===== src/rtl/enc8to3_rr_arbiter_if.sv =====
// rtl/enc8to3_rr_arbiter_if.sv - request/grant bundle between bus sources and the round-robin arbiter
//
// Signals:
//   en    - arbiter enable (master -> arbiter)
//   req   - 8-bit multi-hot request vector, bit i = requester i (master -> arbiter)
//   done  - current owner releases the bus (master -> arbiter)
//   grant - registered one-hot grant, zero when idle (arbiter -> master)
//   idx   - registered binary index of the granted requester (arbiter -> master)
//   valid - high while grant/idx are meaningful (arbiter -> master)
// Modports: master drives en/req/done; slave (the arbiter) drives grant/idx/valid.

interface enc8to3_rr_arbiter_if;
    logic       en;
    logic [7:0] req;
    logic       done;
    logic [7:0] grant;
    logic [2:0] idx;
    logic       valid;

    modport master (
        output en,
        output req,
        output done,
        input  grant,
        input  idx,
        input  valid
    );

    modport slave (
        input  en,
        input  req,
        input  done,
        output grant,
        output idx,
        output valid
    );
endinterface


===== src/rtl/enc8to3_rr_arbiter.sv =====
// rtl/enc8to3_rr_arbiter.sv - 8-way round-robin arbiter with registered one-hot grant and binary index
//
// Ports:
//   clk - rising-edge clock
//   rst - synchronous active-high reset, dominant over every other input
//   bus - enc8to3_rr_arbiter_if.slave: en/req/done in, grant/idx/valid out
//
// The pointer ptr_q names the highest-priority requester. The request vector is
// rotated so that position ptr_q lands at bit 0, the lowest set bit is found,
// and the offset is added back to ptr_q to recover the absolute winner. All
// outputs come straight from flops, so req/done never reach an output
// combinationally.

module enc8to3_rr_arbiter #(
    parameter int N    = 8,
    parameter int IDXW = 3
) (
    input  logic                  clk,
    input  logic                  rst,
    enc8to3_rr_arbiter_if.slave   bus
);

    typedef enum logic {
        IDLE  = 1'b0,
        GRANT = 1'b1
    } state_t;

    state_t            state_q, state_d;
    logic [IDXW-1:0]   ptr_q,   ptr_d;
    logic [IDXW-1:0]   idx_q,   idx_d;
    logic [N-1:0]      grant_q, grant_d;
    logic              valid_q, valid_d;

    logic [2*N-1:0]    req_dbl;
    logic [N-1:0]      req_rot;
    logic [IDXW-1:0]   off;
    logic [IDXW-1:0]   winner;
    logic              any_req;

    // Doubling the vector turns the rotate into a plain indexed slice.
    assign req_dbl = {bus.req, bus.req};
    assign req_rot = req_dbl[ptr_q +: N];
    assign any_req = |bus.req;

    // Lowest set bit of the rotated vector is the first requester at or after ptr_q.
    always_comb begin
        off = '0;
        for (int i = N - 1; i >= 0; i--) begin
            if (req_rot[i]) begin
                off = IDXW'(i);
            end
        end
    end

    // Adding back the pointer undoes the rotation; the 3-bit sum wraps mod 8.
    assign winner = ptr_q + off;

    always_comb begin
        state_d = state_q;
        ptr_d   = ptr_q;
        idx_d   = idx_q;
        grant_d = grant_q;
        valid_d = valid_q;

        unique case (state_q)
            IDLE: begin
                if (bus.en && any_req) begin
                    grant_d = {{(N-1){1'b0}}, 1'b1} << winner;
                    idx_d   = winner;
                    valid_d = 1'b1;
                    state_d = GRANT;
                end
            end
            GRANT: begin
                // Abort takes precedence over done and leaves the priority untouched.
                if (!bus.en) begin
                    grant_d = '0;
                    valid_d = 1'b0;
                    state_d = IDLE;
                end else if (bus.done) begin
                    grant_d = '0;
                    valid_d = 1'b0;
                    ptr_d   = idx_q + IDXW'(1);
                    state_d = IDLE;
                end
            end
            default: begin
                state_d = IDLE;
            end
        endcase
    end

    always_ff @(posedge clk) begin
        if (rst) begin
            state_q <= IDLE;
            ptr_q   <= '0;
            idx_q   <= '0;
            grant_q <= '0;
            valid_q <= 1'b0;
        end else begin
            state_q <= state_d;
            ptr_q   <= ptr_d;
            idx_q   <= idx_d;
            grant_q <= grant_d;
            valid_q <= valid_d;
        end
    end

    assign bus.grant = grant_q;
    assign bus.idx   = idx_q;
    assign bus.valid = valid_q;

endmodule


===== src/flat_wrapper.sv =====
// flat-port wrapper written by rule: the top's interface ports become plain ports
module enc8to3_rr_arbiter_flat 
#(
    parameter int N    = 8,
    parameter int IDXW = 3
)
  (clk, rst, bus_en, bus_req, bus_done, bus_grant, bus_idx, bus_valid);
  enc8to3_rr_arbiter_if bus_i ();
  input  logic clk;
  input  logic rst;
  input wire logic [$bits(bus_i.en)-1:0] bus_en;
  input wire logic [$bits(bus_i.req)-1:0] bus_req;
  input wire logic [$bits(bus_i.done)-1:0] bus_done;
  output wire logic [$bits(bus_i.grant)-1:0] bus_grant;
  output wire logic [$bits(bus_i.idx)-1:0] bus_idx;
  output wire logic [$bits(bus_i.valid)-1:0] bus_valid;
  assign bus_i.en = bus_en;
  assign bus_i.req = bus_req;
  assign bus_i.done = bus_done;
  assign bus_grant = bus_i.grant;
  assign bus_idx = bus_i.idx;
  assign bus_valid = bus_i.valid;
  enc8to3_rr_arbiter #(.N(N), .IDXW(IDXW)) u_core (.clk(clk), .rst(rst), .bus(bus_i));
endmodule

===== config.mk =====
export PLATFORM = sky130hd
export DESIGN_NAME = enc8to3_rr_arbiter_flat
export DESIGN_NICKNAME = d
export VERILOG_FILES = /design/src/rtl/enc8to3_rr_arbiter_if.sv /design/src/rtl/enc8to3_rr_arbiter.sv /design/src/flat_wrapper.sv
export SDC_FILE = /design/constraint.sdc
export NUM_CORES = 1
export LEC_CHECK = 0
export CAP_MARGIN = 20
export CORE_AREA = 2 2 57 59
export DETAILED_ROUTE_END_ITERATION = 10
export DIE_AREA = 0 0 59 61
export PLACE_DENSITY = 0.71
export SLEW_MARGIN = 20
export SYNTH_ARGS = -nofsm -noshare
export SYNTH_HDL_FRONTEND = slang
export SYNTH_SLANG_ARGS = --single-unit

===== constraint.sdc =====
create_clock -name clk -period 5.4 [get_ports clk]
set_input_delay 1.35 -clock clk [delete_from_list [all_inputs] [get_ports clk]]
set_output_delay 1.35 -clock clk [all_outputs]
set_load 0.005 [all_outputs]

Word level (Yosys, flattened, before mapping)
Index checks and enable logic that the tools add are counted.
Storage, ports and cells
  bits of input ports: 12
  output and inout bits: 12
  flip-flop bits (word level): 16
  word-level logic and storage cells: 37
Operators by class
  bitwise logic cells: 1
  mux-type cells: 20
  $add $sub $neg: 2
  equal/unequal tests: 2
  reduce and logical (&&, ||, !) cells: 5
  shift-type cells: 2
Operators by type and width (number)
  $mux W3: 8
  $mux W8: 3
  $pmux W8 S2: 1
  $shiftx A16 B4 Y8: 1
  $reduce_or A8 Y1: 1
  $shl A1 B3 Y8 const A: 1
  $mux W1: 6
  $pmux W1 S2: 2
  $reduce_and A2 Y1: 2
  $add A3 B1 Y3 const B: 1
  $add A3 B3 Y3: 1
  $ne A3 B3 Y1 const B: 1
  $reduce_and A3 Y1: 1
  $ne A2 B1 Y1 const B: 1
  $logic_and A1 B1 Y1: 1
  $not A1 Y1: 1

Depth between registers and ports, before layout
  depth in word-level cells: 13
  depth in mapped cells: 15
  mapped depth without buffers: 13

Worst setup path before layout
No wires, ideal clock.
  path type: input -> register
  start point: input bus_req[1]
  end point: register u_core.grant_q[2], in the netlist u_core.bus.grant[2]
  buffers on the path: 0
  setup time: 117 ps
  required time: 5283 ps
  arrival time: 3822 ps
  stages on the path: 11
  slack: 1461 ps
  cells stage by stage: mux4_1 -> mux2_2 -> o31ai_1 -> o21ai_1 -> a211oi_1 -> a21o_1 -> ha_1 -> inv_1 -> fa_1 -> nor2_1 -> a32o_1
Between the ends
  longest elaborated chain between the ends: 13
  elaborated cells on any way between the ends: 17
  those cells by class: add/sub (1); eq/ne (1); shift (2); mux (10); reduce/logical (3)
Ends and longest elaborated chain
  start, declared: line flat_wrapper.sv:12  | input wire logic [$bits(bus_i.req)-1:0] bus_req;
  $shiftx A16 B4 Y8: line enc8to3_rr_arbiter.sv:42  | assign req_rot = req_dbl[ptr_q +: N];
  $mux W3 (8 in series): line enc8to3_rr_arbiter.sv:49  | if (req_rot[i]) begin
  $add A3 B3 Y3: line enc8to3_rr_arbiter.sv:56  | assign winner = ptr_q + off;
  $shl A1 B3 Y8: line enc8to3_rr_arbiter.sv:68  | grant_d = {{(N-1){1'b0}}, 1'b1} << winner;
  $mux W8: line enc8to3_rr_arbiter.sv:67  | if (bus.en && any_req) begin
  $pmux W8 S2: line enc8to3_rr_arbiter.sv:65  | unique case (state_q)
  end signal, assigned: line enc8to3_rr_arbiter.sv:104  | grant_q <= grant_d;
  end, declared: line enc8to3_rr_arbiter.sv:31  | logic [N-1:0] grant_q, grant_d;
Parallel ways exist; a longest one is shown, timed or not. The select of a mux whose other input is x is not followed.
A chain may end at the register's enable or synchronous reset.

Worst setup path in the final report
  start point: input bus_req[2]
  end point: register u_core.grant_q[6], in the netlist u_core.bus.grant[6]
The elaborated chain is that of the path after synthesis.

==> reports/qor.yml <==
fmax_mhz: 222
fp-row-count: 20
worstPathArrival_ps: 4710
status: "finished clean"
setup_violations: 0
netlist.area_leader.share: 0.279
synth_seq_cells: 16
tightest_slew_ps: 856
crit_type: "in -> reg"
setup-tns-final_ps: 0
crit_top_cell: "o21ai_0"
cts-root-buf: "clkbuf_4"
synth_top_cell_by_area: "dfxtp_1"
grt_overflow: 0
drt_iter0_drc: 68
cp_num_buf_inv: 2
numCtsBuffers: 3
dp_hpwl_mm: 2.02
mappedNetlistNets: 147
initial_core_util: 0.389
dieArea_um2: 3600
yosys_warnings: 0
cap_violations: 0
post_cts_buffers: 0
dr.pass1.iters: 4
crit_slowest_cell: "mux4_1"
p_leak_nw: 0.502
vias_per_cell: 5.88
htreeDepth: 1
clk_latency_ps: 280
dieHeight_um: 61
cts_tree: "done"
power-per-cell-area_nw_per_um2: 198
pre_cts_ws_ps: 650
end_kind: "flop"
final_max_slew_viol_count: 0
final.setup.worst_slack_ps: 904
fill_cells: 286
area_growth_pct: 23.7
start_kind: "primary input"
num-nets-final: 169
synth.area.top_cells: "dfxtp_1 (28%), mux4_1 (6.9%), nand2_1 (5.6%)"
via_count: 1094
ir_worst_vdd_mv: 0.178
critPathTopFamily: "compound AO/OA/AOI/OAI gates"
cts.repair.resized: 0
cts.path.max_buffers: 2
grtUsageTotal: 0.160
ioPinCount: 24
n_antenna_cell: 0
required_ps: 5610
cp_slowest_stage_delay_ps: 580
drtAntennaViolNets: 0
route.detailed.wl_per_inst_um: 14.8
path_clk_slew_ps: 90
hp-class: "reg -> reg"
finalHoldViolCount: 0
grt_first_pass_wirelength_mm: 4.51
ys_seq_area_frac: 0.279
drc_errors: 0
final.min_clock_period_ps: 4500
synth_area_um2: 1150
ctsHoldBuffers: 0
die_x_um: 59
portBuffers: 23
grt_start_max_net_pins: 22
fp.coreArea_um2: 2950
synth.distinct_cells: 40
worst-path-max-fanout: 7
skew_ps: 3.65
period_share: 0.833
cts.sinks: 16
rsz0062_at_grt: "no"
antenna_found_initial: 0
grt_pass1_vias: 1010
slew_headroom: 0.428
crit_chain: "clkdlybuf4s50_1, mux4_1, o21ai_0, a21oi_1, o31ai_1, o21ai_1, a211oi_1, a21o_1, ha_1, inv_1, fa_1, nor2_1, nand2_1, o21ai_0"
synth_area_per_cell_um2: 8.70
place_congestion: 0.805
drive_gt1_frac: 0.0654
routed_wirelength_mm: 2.75
synth_cells: 132
[registers in the layout, indices dropped and copies added, names as in the netlist]
signal / flops
u_core.state_q: 1
u_core.bus.valid: 1
u_core.bus.idx: 3
u_core.bus.grant: 8
u_core.ptr_q: 3
[cells by family after synthesis]
| kind of cell | after synthesis | synth area share |
|---|---|---|
| compound gates | 44 | 0.273 |
| simple gates | 43 | 0.167 |
| flops | 16 | 0.279 |
| buf+inv | 12 | 0.0501 |
| mux | 12 | 0.170 |
| fa+ha+maj | 3 | 0.0392 |
| xor+xnor | 2 | 0.0218 |
[area by class of cell]
class | instances | area (µm²) | share of cell area
Clock buffer | 4 | 36.3 | 0.0255
Inverter | 6 | 22.5 | 0.0158
Multi-Input combinational cell | 104 | 771 | 0.542
Sequential cell | 16 | 320 | 0.225
Tap cell | 33 | 41.3 | 0.0290
Timing Repair Buffer | 23 | 230 | 0.162
[synthesized netlist by cell type]
cell       count
a211o_1        2
a211oi_1       5
a211oi_2       1
a21boi_0       1
a21o_1         1
a21oi_1       10
a22oi_1        1
a311oi_2       1
a31oi_1        2
a32o_1         4
and3_1         1
and3b_1        1
buf_1          1
buf_2          1
buf_4          1
buf_6          1
clkbuf_1       2
dfxtp_1       16
fa_1           1
ha_1           2
inv_1          6
mux2_2         1
mux2i_1        6
mux4_1         3
mux4_2         2
nand2_1       17
nand3_1        2
nor2_1        14
nor2b_1        2
nor3_1         3
nor3b_1        3
o2111ai_1      1
o21ai_0        7
o21ai_1        1
o221ai_1       3
o22ai_1        1
o31ai_1        2
o32a_1         1
xnor2_2        1
xor2_1         1
[stage by stage]
stage               instances  utilization  instance area, µm²  power, W  hold slack, ps
floorplan                 132            -                1150  0.000177             449
finish                    186        0.481                1420  0.000282             463
global placement          182        0.469                1390  0.000205             447
global route              186        0.481                1420  0.000297             503
detailed placement        182        0.469                1390  0.000207             450
CTS                       186        0.481                1420  0.000284             476
[worst register-to-register path, stage by stage (launching register included)]
cell	delay (ps)
dfxtp_1	850
mux4_1	690
o21ai_0	180
a21oi_1	100
o31ai_1	250
o21ai_1	120
a211oi_1	250
a21o_1	110
ha_1	140
inv_1	50
fa_1	530
nor2_1	260
nand2_1	80
o21ai_0	160
[placed cells by master, fill, tap and decap left out, drive strengths merged, types with 2 or more instances in the layout]
| master | synthesis | layout |
|---|---|---|
| clkdlybuf4s50 | 0 | 23 |
| o31ai | 2 | 2 |
| a21oi | 10 | 10 |
| nor2b | 2 | 2 |
| nor3b | 3 | 3 |
| a31oi | 2 | 2 |
| nor3 | 3 | 3 |
| nand2 | 17 | 17 |
| o221ai | 3 | 3 |
| ha | 2 | 2 |
| nor2 | 14 | 14 |
| mux4 | 5 | 5 |
| o21ai | 8 | 8 |
| a211oi | 6 | 6 |
| dfxtp | 16 | 16 |
| nand3 | 2 | 2 |
| inv | 6 | 6 |
| clkbuf | 2 | 4 |
| mux2i | 6 | 6 |
| a32o | 4 | 4 |
| a211o | 2 | 2 |
[where the power goes]
part / switching (W) / internal [W]
clock network: 0.0000360 / 0.0000410
logic: 0.0000363 / 0.0000374
registers: 0.00000749 / 0.000124
total: 0.0000798 / 0.000202
[metal layers]
layer  wire length, µm  GRT usage  vias up  share of wire
met5                 0          0        -              0
li1                  -          -      548              -
met3                80     0.0362        2          0.029
met2              1350      0.267       23           0.49
met4                16     0.0390        0         0.0058
met1              1300      0.213      521           0.47
[final timing paths]
kind,cells after the start,from,slack (ps),endpoint
min reg2reg,2,u_core.bus.grant[4],460,u_core.bus.grant[4]
max,14,bus_req[2],900,u_core.bus.grant[6]
min,2,u_core.bus.grant[4],460,u_core.bus.grant[4]
max reg2reg,13,u_core.ptr_q[0],1550,u_core.bus.grant[6]
Power figures use the tool's default switching activity.
